### src/rtl/sram_port_arbiter.sv
// sram_port_arbiter: shares one SRAM-like port between instruction and data masters
// Ports: clk/reset (sync, active-high); inst_* and data_* master request/response
//   ports; m_* shared downstream port. The arbiter returns responses in order to the
//   master that issued the request.
// Parameter OUTSTANDING: depth of the in-order response tracker (power of two, >=1).
// Macro SRAM_ARB_RR_EN: round-robin arbitration when defined, else data-over-inst priority.
module sram_port_arbiter #(
    parameter int OUTSTANDING = 2
) (
    input  logic        clk,
    input  logic        reset,
    input  logic        inst_req,
    input  logic        inst_wr,
    input  logic [1:0]  inst_size,
    input  logic [3:0]  inst_wstrb,
    input  logic [31:0] inst_addr,
    input  logic [31:0] inst_wdata,
    output logic        inst_addr_ok,
    output logic        inst_data_ok,
    output logic [31:0] inst_rdata,
    input  logic        data_req,
    input  logic        data_wr,
    input  logic [1:0]  data_size,
    input  logic [3:0]  data_wstrb,
    input  logic [31:0] data_addr,
    input  logic [31:0] data_wdata,
    output logic        data_addr_ok,
    output logic        data_data_ok,
    output logic [31:0] data_rdata,
    output logic        m_req,
    output logic        m_wr,
    output logic [1:0]  m_size,
    output logic [3:0]  m_wstrb,
    output logic [31:0] m_addr,
    output logic [31:0] m_wdata,
    input  logic        m_addr_ok,
    input  logic        m_data_ok,
    input  logic [31:0] m_rdata
);
    localparam int PW = OUTSTANDING > 1 ? $clog2(OUTSTANDING) : 1;
    localparam int CW = $clog2(OUTSTANDING + 1);
    localparam logic [PW-1:0] LAST = PW'(OUTSTANDING - 1);
    localparam logic [CW-1:0] DEPTH = CW'(OUTSTANDING);
    logic                   r_lock_v;
    logic                   r_lock_id;
    logic [OUTSTANDING-1:0] r_ids;
    logic [PW-1:0]          r_wp;
    logic [PW-1:0]          r_rp;
    logic [CW-1:0]          r_cnt;
    logic                   w_pol;
    logic                   w_sel;
    logic                   w_full;
    logic                   w_empty;
    logic                   w_push;
    logic                   w_pop;
    logic                   w_head;
`ifdef SRAM_ARB_RR_EN
    logic                   r_rr;
    // r_rr names the master favoured when both request (0=inst, 1=data)
    assign w_pol = (inst_req & data_req) ? r_rr : data_req;
`else
    assign w_pol = data_req;
`endif
    // a presented-but-unaccepted request keeps its grant until accepted
    assign w_sel        = r_lock_v ? r_lock_id : w_pol;
    assign w_full       = r_cnt == DEPTH;
    assign w_empty      = r_cnt == '0;
    assign m_req        = (w_sel ? data_req : inst_req) & ~w_full & ~reset;
    assign m_wr         = w_sel ? data_wr    : inst_wr;
    assign m_size       = w_sel ? data_size  : inst_size;
    assign m_wstrb      = w_sel ? data_wstrb : inst_wstrb;
    assign m_addr       = w_sel ? data_addr  : inst_addr;
    assign m_wdata      = w_sel ? data_wdata : inst_wdata;
    assign w_push       = m_req & m_addr_ok;
    // responses with nothing outstanding are dropped
    assign w_pop        = m_data_ok & ~w_empty & ~reset;
    assign w_head       = r_ids[r_rp];
    assign inst_addr_ok = w_push & ~w_sel;
    assign data_addr_ok = w_push & w_sel;
    assign inst_data_ok = w_pop & ~w_head;
    assign data_data_ok = w_pop & w_head;
    assign inst_rdata   = m_rdata;
    assign data_rdata   = m_rdata;
    always_ff @(posedge clk) begin
        if (reset) begin
            r_lock_v  <= 1'b0;
            r_lock_id <= 1'b0;
            r_wp      <= '0;
            r_rp      <= '0;
            r_cnt     <= '0;
`ifdef SRAM_ARB_RR_EN
            r_rr      <= 1'b0;
`endif
        end else begin
            if (m_req & ~m_addr_ok) begin
                r_lock_v  <= 1'b1;
                r_lock_id <= w_sel;
            end else if (w_push) begin
                r_lock_v  <= 1'b0;
            end
            if (w_push) begin
                r_ids[r_wp] <= w_sel;
                r_wp        <= (r_wp == LAST) ? '0 : r_wp + 1'b1;
`ifdef SRAM_ARB_RR_EN
                r_rr        <= ~w_sel;
`endif
            end
            if (w_pop)
                r_rp <= (r_rp == LAST) ? '0 : r_rp + 1'b1;
            r_cnt <= r_cnt + CW'(w_push) - CW'(w_pop);
        end
    end
endmodule

### config.mk
export PLATFORM = sky130hd
export DESIGN_NAME = sram_port_arbiter
export DESIGN_NICKNAME = d
export VERILOG_FILES = /design/src/rtl/sram_port_arbiter.sv
export SDC_FILE = /design/constraint.sdc
export NUM_CORES = 1
export LEC_CHECK = 0
export ABC_AREA = 1
export CAP_MARGIN = 20
export CORE_AREA = 3 3 124 126
export DETAILED_ROUTE_END_ITERATION = 6
export DIE_AREA = 0 0 127 129
export SETUP_SLACK_MARGIN = 0.15
export SLEW_MARGIN = 20
export SYNTH_ARGS = -nofsm -noshare
export SYNTH_HDL_FRONTEND = slang
export SYNTH_SLANG_ARGS = --single-unit
### constraint.sdc
create_clock -name clk -period 3.4 [get_ports clk]
set_input_delay 0.85 -clock clk [delete_from_list [all_inputs] [get_ports clk]]
set_output_delay 0.85 -clock clk [all_outputs]
set_load 0.02 [all_outputs]
=== After elaboration in Yosys (flattened, before gate mapping) ===
Index checks and enable logic that the tools add are counted.

* Register bits: 8
* Bits in latches: 0
* RAM bits: 0
* Memory bits (read-only): 0
* Output and inout bits: 140
* Memories kept: 0

* Add/sub/neg operators: 4
* $mul: 0
* Divide/modulo/power cells: 0
* Magnitude comparators: 3
* Equality and inequality tests: 1
* Shift-type cells: 0
* Mux-type cells: 16
* Bitwise operators: 16
* Reductions and logical operators: 4

{| class="wikitable"
|+ Operators by type and width
! kind !! number
|-
| two-way mux 32 bit || 2
|-
| AND 1 bit || 10
|-
| two-way mux 1 bit || 10
|-
| NOT 1 bit || 6
|-
| < comparator 1 x 2 -> 1 bit, second input constant || 2
|-
| two-way mux 4 bit || 1
|-
| adder 1 bit, second input constant || 2
|-
| adder 2 x 1 -> 2 bit || 1
|-
| bitwise mux 2 bit || 1
|-
| == test 2 bit, second input constant || 1
|-
| zero test 2 bit || 1
|-
| two-way mux 2 bit || 1
|-
| AND reduction 2 bit || 1
|-
| nonzero test 2 bit || 1
|-
| subtractor 2 x 1 -> 2 bit || 1
|-
| demux 1 bit (select 1 bit) || 1
|-
| >= comparator 1 bit, second input constant || 1
|-
| logical AND 1 bit || 1
|}

=== Longest topological paths before layout ===
Gate-level depths: netlist of run 1.

* Depth in word-level cells: 7
* Depth in mapped cells: 11
* Depth with buffers taken out: 11

=== Worst setup path before layout of run 1 ===
No wires, ideal clock.

* Kind: input to output
* Start: in data_req
* End: out inst_addr_ok
* Arrival: 1.567 ns
* Data required time: 2.550 ns
* Slack: 0.983 ns
* Stages on the path: 4
* Path through: o21ai_2 -> inv_2 -> buf_6 -> nor2_1

* Cells in the longest elaborated chain, start to end: 6
* Elaborated cells between the ends (all ways): 7

{| class="wikitable"
|+ RTL lines
! item !! line !! text
|-
| start: declaration || 21 || <nowiki>input logic data_req,</nowiki>
|-
| two-way mux 1 bit (*) || 65 || <nowiki>assign w_sel = r_lock_v ? r_lock_id : w_pol;</nowiki>
|-
| named net w_sel || 51 || <nowiki>logic w_sel;</nowiki>
|-
| two-way mux 1 bit || 68 || <nowiki>assign m_req = (w_sel ? data_req : inst_req) & ~w_full & ~reset;</nowiki>
|-
| AND 1 bit (2 in series) || 68 ||
|-
| AND 1 bit || 74 || <nowiki>assign w_push = m_req & m_addr_ok;</nowiki>
|-
| AND 1 bit (*) || 78 || <nowiki>assign inst_addr_ok = w_push & ~w_sel;</nowiki>
|-
| end: declaration || 18 || <nowiki>output logic inst_addr_ok,</nowiki>
|}

The timed path passes the listed nets; every way through them passes the cells marked *.

=== Final worst setup path of run 1 ===
* Start: in data_req
* End: out m_addr[26]

* Cells in the longest elaborated chain, start to end: 2

{| class="wikitable"
|+ RTL lines
! item !! line !! text
|-
| two-way mux 1 bit || 65 ||
|-
| two-way mux 32 bit || 72 || <nowiki>assign m_addr = w_sel ? data_addr : inst_addr;</nowiki>
|-
| end: declaration || 34 || <nowiki>output logic [31:0] m_addr,</nowiki>
|}

Every way passes these cells.

==> results of run 1 <==
==> cell type report <==
class / count / area share, %
clock buffer: 4 / 2.01
inverter: 16 / 1.53
timing repair buffer: 244 / 60.2
sequential: 8 / 4.60
multi-input combinational: 252 / 25.8
tap: 184 / 5.88
==> synthesized netlist by cell type (all sizes together) <==
cell type / instances
edfxtp: 2
nand3: 3
clkbuf: 3
nand4: 2
xnor2: 1
o21ai: 5
inv: 16
dfxtp: 6
ha: 2
nand2: 224
buf: 76
or2: 1
nor2: 11
a21oi: 3
==> placed cells by master, fill, tap and decap left out, drive strengths merged, types with 3 or more instances in the layout <==
cell type,n
dfxtp,6
clkdlybuf4s15,6
a21oi,3
clkdlybuf4s50,147
nand2,224
inv,16
buf,21
dlygate4sd2,67
nand3,3
o21ai,5
nor2,11
clkbuf,7
==> power breakdown <==
part / switching [µW] / leakage [µW] / total (µW) / internal (µW)
combinational: 343 / 0.00191 / 689 / 347
sequential: 5.26 / 0.0000673 / 112 / 107
clock: 44.6 / 0.0000382 / 201 / 156
==> per-stage QoR <==
| stage | utilization, % | std cells | area (µm²) | worst slack, ns | power [µW] |
|---|---|---|---|---|---|
| final | 27.1 | 708 | 3920 | 0.226 | 1000 |
| after global routing | 27.1 | 708 | 3920 | 0.128 | 1070 |
| after CTS | 27.1 | 708 | 3920 | 0.200 | 1020 |
| after detailed placement | 27.3 | 704 | 3930 | -0.0708 | 885 |
| after global placement | 27.3 | 704 | 3930 | -0.0626 | 887 |
| after floorplan | - | 355 | 1900 | 0.983 | 562 |
==> registers in the layout, summed over array words and instances, names as in the netlist <==
register	flops
r_cnt	2
r_ids	2
r_lock_id	1
r_lock_v	1
r_rp	1
r_wp	1
==> worst min-delay path, delay by kind of cell, from the launching register on <==
family	cells	cell delay, ns
buf+inv	1	0.07
flops	1	0.29
compound gates	1	0.06
==> kinds of logic (layout without fill, tap and decap cells) <==
kind of cell / after synthesis / after routing / share of synthesized area (%)
AND/OR/NAND/NOR: 241 / 241 / 48.6
adder cells (fa/ha/maj): 2 / 2 / 1.32
flip-flops: 8 / 8 / 9.49
XOR/XNOR: 1 / 1 / 0.462
AO/OA/AOI/OAI: 8 / 8 / 2.31
buffers and inverters: 95 / 264 / 37.8
==> metal layers <==
layer	wire, µm	part of all wire, %	vias up	GRT usage, %
li1	-	-	1329	-
met1	2970	36	1002	9.76
met2	3990	49	156	14.9
met3	1010	12	26	3.74
met4	199	2.4	0	2.84
met5	0	0	-	0
==> final timing paths <==
check        slack (ns)  depth (start not counted)                   to
min reg2reg        0.47                          2    r_rp$_SDFFE_PP0P_
max                0.23                          7           m_addr[26]
min                0.47                          2    r_rp$_SDFFE_PP0P_
max reg2reg        1.52                         12  r_cnt[1]$_SDFF_PP0_
==> repair_timing <==
item                       in CTS  in global routing
pin swaps                       0                  0
setup endpoints to repair      76                 25
gates resized for setup        76                 13
==> metrics.md, run 1 <==
| Metric | Value |
|---|---|
| Status | finished, final reports clean |
| Num CTS Buffers | 3 |
| Leakage dissipation | 0.00202 µW |
| Peak VDD IR | 0.227 mV |
| Avg Inst Size Synth | 5.35 µm² |
| Vias in the first global route | 2299 |
| Syn-to-layout area delta | 106% |
| Reg clk slew, reported paths | 0.04 ns |
| Worst hold slack | 0.475 ns |
| Share of layout cells above drive strength 1 | 6.30% |
| HP Start | r_rp$_SDFFE_PP0P_ |
| Antenna violations before repair | 0 |
| Seq/Total Area, Yosys | 9.49% |
| First-pass GRT wire length | 11.6 mm |
| Port buffer count | 223 |
| Cell breakdown of the critical path | clkdlybuf4s50_1, o21ai_4, buf_4, buf_4, nand2_1, nand2_1, dlygate4sd2_1 |
| Clk root buf | clkbuf_16 |
| Setup bufs post-CTS | 0 |
| Avg WL per Cell | 11.5 µm |
| Die Ht | 129 µm |
| CP startpoint kind | input port |
| Synthesized flop and latch total | 8 |
| Max frequency | 0.315 GHz |
| Post-Syn Instances | 355 |
| Routed via count | 2513 |
| H-tree Lvls | 1 |
| Crit path max-delay cell type | clkdlybuf4s50_1 |
| Library cells used by synthesis | 19 |
| Hold buffer count at CTS | 0 |
| Top cells by area, synth | nand2_1, buf_4, buf_6 |
| Tightest Hold Check Type | reg -> reg |
| Vias per std cell | 3.55 |
| Worst rel slew slack | 76.4% |
| Final ANT Viol Nets | 0 |
| Critical Path AT | 2.32 ns |
| FILL cells | 1642 |
| Req. time, crit path | 2.55 ns |
| Syn nets | 537 |
| Largest net degree at the start of global routing | 39 |
| Yosys warning count | 0 |
| Worst Skew | 0.00189 ns |
| Gr ovfl total | 0 |
| DRT Pass-1 Iters | 5 |
| CP max FO | 7 |
| Synthesized area | 1900 µm² |
| FF/Latch Area | 180 µm² |
| TritonCTS clock tree | yes |
| Final nets | 707 |
| Setup TNS | 0 ns |
| Starting Density | 13.2% |
| Final Hold Vio Count | 0 |
| # diodes | 0 |
| GR Util All Layers | 8.68% |
| Buf/Inv on CP | 4 |
| Detailed placer's ending HPWL | 7.03 mm |
| Top cell type by total area after synthesis | nand2_1 |
| Die ar. | 16400 µm² |
| Critical path endpoint category | primary output |
| IO Count | 320 |
| Post-synth top area share | 44.1% |
| DRT iter0 DRCs | 67 |
| Bufs on Longest Clock Path | 2 |
| CP top delay family | buffers and inverters |
| PwrDens | 256 nW/µm² |
| # rows | 44 |
| Clk sink count | 8 |
| Clock period minus final worst setup slack | 3.17 ns |
| Multi-input logic area | 1010 µm² |
| Worst setup path start | data_req |
| Critical path type | in -> out |
| Core area | 14400 µm² |
| Final period util | 93.3% |
| Crit-path max cell delay | 0.46 ns |
| Routability cong. | 0.752 |
| WL final | 8.17 mm |
| Max Slew Vio Count | 0 |
| Worst Max-Slew Pin Slew | 0.351 ns |
| RSZ-0062 raised after global routing | yes |
| # setup viols final | 0 |
| Die span in x | 127 µm |
| Reg-to-reg startpoint | r_lock_v$_SDFFE_PP0P_ |
| Reported max-cap violation count | 0 |
| DRC Markers | 0 |
| Clock latency on the worst-skew pair | 0.23 ns |
No activity file was read; power rests on OpenSTA's default activity.
==> run 2, diff against run 1 <==
- CORE_AREA: 3 3 124 126 -> 3 3 122 124
- DIE_AREA: 0 0 127 129 -> 0 0 125 127
- SETUP_SLACK_MARGIN: 0.15 -> 0.1
- SLEW_MARGIN: 20 -> unset
- clock period: 3.4 -> 3.1 ns (I/O delays scaled with it)
==> metrics.md, run 2 (synthesis results as in run 1) <==
| Metric | Value |
|---|---|
| Final period util | 95.0% |
| Final nets | 703 |
| Critical path endpoint category | primary output |
| Biggest regs | r_cnt (2), r_ids (2) |
| Buf/Inv on CP | 5 |
| Post-Layout Inst Area | 3940 µm² |
| CP startpoint kind | input port |
| Peak VDD IR | 0.180 mV |
| Share of layout cells above drive strength 1 | 6.55% |
| DRT Pass-1 Iters | 4 |
| Multi-input logic area | 1010 µm² |
| IO Count | 320 |
| Critical path type | in -> out |
| Clk root buf | clkbuf_16 |
| Clk sink count | 8 |
| Crit path max-delay cell type | dlygate4sd2_1 |
| Setup TNS | 0 ns |
| TritonCTS clock tree | yes |
| Tightest Hold Check Type | reg -> reg |
| Power, Total | 1110 µW |
| Core Util, Final | 28.4% |
| Worst Max-Slew Pin Slew | 0.260 ns |
| Largest net degree at the start of global routing | 31 |
| # diodes | 0 |
| DRT iter0 DRCs | 62 |
| FILL cells | 1587 |
| Clock latency on the worst-skew pair | 0.23 ns |
| Status | finished, final reports clean |
| Finished Layout Cells | 699 |
| Critical Path AT | 2.17 ns |
| Worst Skew | 0.000669 ns |
| Final Hold Vio Count | 0 |
| H-tree Lvls | 1 |
| Die ar. | 15900 µm² |
| Antenna violations before repair | 0 |
| Num CTS Buffers | 3 |
| PwrDens | 283 nW/µm² |
| # rows | 43 |
| Routability cong. | 0.747 |
| Bufs on Longest Clock Path | 2 |
| Vias in the first global route | 2419 |
| Reg clk slew, reported paths | 0.04 ns |
| FF/Latch Area | 180 µm² |
| CP top delay family | buffers and inverters |
| Dpl cells | 693 |
| Worst rel slew slack | 82.7% |
| CP max FO | 20 |
| Hold buffer count at CTS | 0 |
| Req. time, crit path | 2.32 ns |
| Cell breakdown of the critical path | dlygate4sd2_1, o21ai_4, buf_12, inv_4, bufbuf_16, nand2_1, nand2_1, dlygate4sd2_1 |
| Commonest non-fill, non-tap cell in the layout | nand2_1 |
| # setup viols final | 0 |
| Area after DPL | 3860 µm² |
| Detailed placer's ending HPWL | 7.21 mm |
| GR Util All Layers | 10.5% |
| Leakage dissipation | 0.00202 µW |
| WL final | 9.02 mm |
| Max Slew Vio Count | 0 |
| Core area | 13900 µm² |
| DRC Markers | 0 |
| Gr ovfl total | 0 |
| Routed via count | 2558 |
| Starting Density | 13.7% |
| Max frequency | 0.340 GHz |
| Final ANT Viol Nets | 0 |
| Crit-path max cell delay | 0.33 ns |
| Die Ht | 127 µm |
| Most frequent cells in the layout | nand2_1, clkdlybuf4s50_1, dlygate4sd2_1, inv_1, clkdlybuf4s15_1 |
| Hold Path Depth | 2 |
| Vias per std cell | 3.66 |
| Die span in x | 125 µm |
| Syn-to-layout area delta | 107% |
| RSZ-0062 raised after global routing | yes |
| Reg2reg path depth | 12 |
| Avg WL per Cell | 12.9 µm |
| Clock period minus final worst setup slack | 2.94 ns |
| CP Depth | 8 |
| Reported max-cap violation count | 0 |
| Port buffer count | 223 |
| First-pass GRT wire length | 13.3 mm |
run 2: cell types whose count changed in the layout (fill, tap and decap cells not counted):
cell / delta
nor2_1: -1
clkbuf_2: +1
buf_4: -5
bufbuf_16: +2
inv_4: +1
buf_6: -1
inv_2: -1
dlygate4sd2_1: -8
nor2_2: +1
clkbuf_1: -1
clkdlybuf4s50_1: -1
clkdlybuf4s15_1: +5
clkdlybuf4s15_2: +3
run 2: what timing repair did:
action / 4_1_cts / 5_1_grt
endpoints found under the setup margin: 76 / 16
buffers inserted: 1 / 0
gates cloned: 2 / 0
gates resized for setup: 85 / 19
hold endpoints to repair: 0 / 0
run 2: routing by layer:
metal | track usage [%] | up-vias | part of all wire (%)
li1 | - | 1321 | -
met1 | 12.3 | 1014 | 38
met2 | 17.2 | 202 | 46
met3 | 5.31 | 21 | 14
met4 | 2.42 | 0 | 1.8
met5 | 0 | - | 0
run 2: path summary, 6_finish.rpt:
| path | endpoint | slack, ns | start |
|---|---|---|---|
| min reg2reg | r_cnt[1]$_SDFF_PP0_ | 0.47 | r_cnt[1]$_SDFF_PP0_ |
| max reg2reg | r_cnt[1]$_SDFF_PP0_ | 1.21 | r_lock_v$_SDFFE_PP0P_ |
| min | r_cnt[1]$_SDFF_PP0_ | 0.47 | r_cnt[1]$_SDFF_PP0_ |
| max | m_wdata[22] | 0.16 | data_req |
run 2: worst register-to-register path: cells and delay by family (launching register included):
kind	cells	cell delay [ns]
xor+xnor	1	0.13
simple gates	4	0.32
fa+ha+maj	2	0.43
compound gates	2	0.21
buf+inv	3	0.25
flops	1	0.44
run 2: through the flow:
step | hold WS [ns] | setup slack, ns
4_1_cts | 0.473 | 0.111
3_5_place_dp | 0.469 | -0.247
2_1_floorplan | 0.441 | 0.833
5_1_grt | 0.487 | 0.0466
3_3_place_gp | 0.459 | -0.220
6_report | 0.466 | 0.156
run 2: area by class of cell:
type | instances | share of cell area, %
flip-flops and latches | 8 | 4.58
clock buffers | 3 | 1.91
multi-input cells | 252 | 25.7
inverters | 16 | 1.59
repair buffers | 240 | 60.5
well taps | 180 | 5.72
run 2: power by group:
part           switching (µW)  internal (µW)
sequential               6.16            117
combinational             384            394
clock                    47.8            166
==> run 3, diff against run 2 <==
- SKIP_LAST_GASP: unset -> 1
==> metrics.md, run 3 (synthesis results as in run 1) <==
| Metric | Value |
|---|---|
| Crit path max-delay cell type | dlygate4sd2_1 |
| # setup viols final | 0 |
| Final ANT Viol Nets | 0 |
| Vias per std cell | 3.65 |
| Req. time, crit path | 2.32 ns |
| DRC Markers | 0 |
| Hold buffer count at CTS | 0 |
| Power, Total | 1120 µW |
| H-tree Lvls | 1 |
| # rows | 43 |
| Peak VDD IR | 0.180 mV |
| Share of layout cells above drive strength 1 | 6.55% |
| First-pass GRT wire length | 13.3 mm |
| Leakage dissipation | 0.00208 µW |
| Max Slew Vio Count | 0 |
| Routability cong. | 0.747 |
| GR Util All Layers | 10.5% |
| Routed via count | 2552 |
| Tightest Hold Check Type | reg -> reg |
| Core area | 13900 µm² |
| GR Util met3 | 5.31% |
| Worst Skew | 0.000669 ns |
| RSZ-0062 raised after global routing | yes |
| HP Start | r_cnt[1]$_SDFF_PP0_ |
| Port buffer count | 223 |
| Avg WL per Cell | 13.0 µm |
| CP startpoint kind | input port |
| Worst hold slack | 0.466 ns |
| IO Count | 320 |
| Largest net degree at the start of global routing | 31 |
| Layer with the highest usage | met2 |
| PwrDens | 283 nW/µm² |
| CP max FO | 20 |
| Max frequency | 0.340 GHz |
| Detailed placer's ending HPWL | 7.21 mm |
| Final period util | 95.0% |
| Vias in the first global route | 2419 |
| Syn-to-layout area delta | 109% |
| Crit-path max cell delay | 0.33 ns |
| Commonest non-fill, non-tap cell in the layout | nand2_1 |
| CP top delay family | buffers and inverters |
| Critical path type | in -> out |
| Worst setup path start | data_req |
| Starting Density | 13.7% |
| GRT met1 Usage | 12.3% |
| Reg clk slew, reported paths | 0.04 ns |
| Worst Max-Slew Pin Slew | 0.260 ns |
| DRT Pass-1 Iters | 4 |
| DRT iter0 DRCs | 77 |
| Num CTS Buffers | 3 |
| Setup WS post-layout | 0.156 ns |
| Clk root buf | clkbuf_16 |
| Area after DPL | 3860 µm² |
| Antenna violations before repair | 0 |
| TritonCTS clock tree | yes |
| Biggest regs | r_cnt (2), r_ids (2) |
| Critical Path AT | 2.17 ns |
| Die span in x | 125 µm |
| Post-Layout Inst Area | 3970 µm² |
| Buf/Inv on CP | 5 |
| # diodes | 0 |
| Gr ovfl total | 0 |
| Reg-to-reg startpoint | r_lock_v$_SDFFE_PP0P_ |
| Bufs on Longest Clock Path | 2 |
| Most frequent cells in the layout | nand2_1, clkdlybuf4s50_1, dlygate4sd2_1, inv_1, clkdlybuf4s15_1 |
| Critical path endpoint category | primary output |
| Clock period minus final worst setup slack | 2.94 ns |
| Status | finished, final reports clean |
| Cell breakdown of the critical path | dlygate4sd2_1, o21ai_4, buf_12, inv_4, bufbuf_16, nand2_1, nand2_1, dlygate4sd2_1 |
| Met2 Usage GRT | 17.2% |
| Worst slack at placement | -0.247 ns |
| Final Hold Vio Count | 0 |
| Die ar. | 15900 µm² |
| WL final | 9.08 mm |
| Reported max-cap violation count | 0 |
| Die Ht | 127 µm |
| Clk sink count | 8 |
| Final nets | 703 |
| Clock latency on the worst-skew pair | 0.23 ns |
| Core Util, Final | 28.6% |
| Worst rel slew slack | 82.7% |
[run 3: tightest hold or removal path, delay by kind of cell (launching register included)]
kind,cells,cell delay (ns)
flip-flops,1,0.30
buffers and inverters,1,0.06
AO/OA/AOI/OAI,1,0.05
[run 3: cell type report]
type	count	area, µm²
multi-input combinational	252	1010
inverter	16	62.6
sequential	8	180
tap	180	225
timing repair buffer	240	2410
clock buffer	3	75.1
fill	1578	9910
[run 3: stage by stage]
step                      instances  TNS, ns
final                           699        0
after global routing            699        0
after CTS                       699  -0.0243
after detailed placement        693   -11.75
after global placement          693    -9.95
after floorplan                 355        0
[run 3: power breakdown]
group,switching (µW),internal (µW)
combinational,385,400
sequential,6.16,117
clock,47.8,166
total,439,683
[run 3: worst paths after layout]
kind,to,slack (ns),depth (start not counted)
setup / recovery,m_wdata[22],0.16,8
setup reg to reg,r_cnt[1]$_SDFF_PP0_,1.21,12
hold reg to reg,r_cnt[1]$_SDFF_PP0_,0.47,2
hold / removal,r_cnt[1]$_SDFF_PP0_,0.47,2
[run 3: timing repair]
item                       CTS  global route
setup buffers                1             0
cloned                       2             0
resized for setup           77            27
setup endpoints to repair   76            24
[run 3: layer usage]
layer	routed length, µm	part of all wire, %
met4	162	1.8
met3	1180	13
met2	4260	47
met1	3480	38
met5	0	0
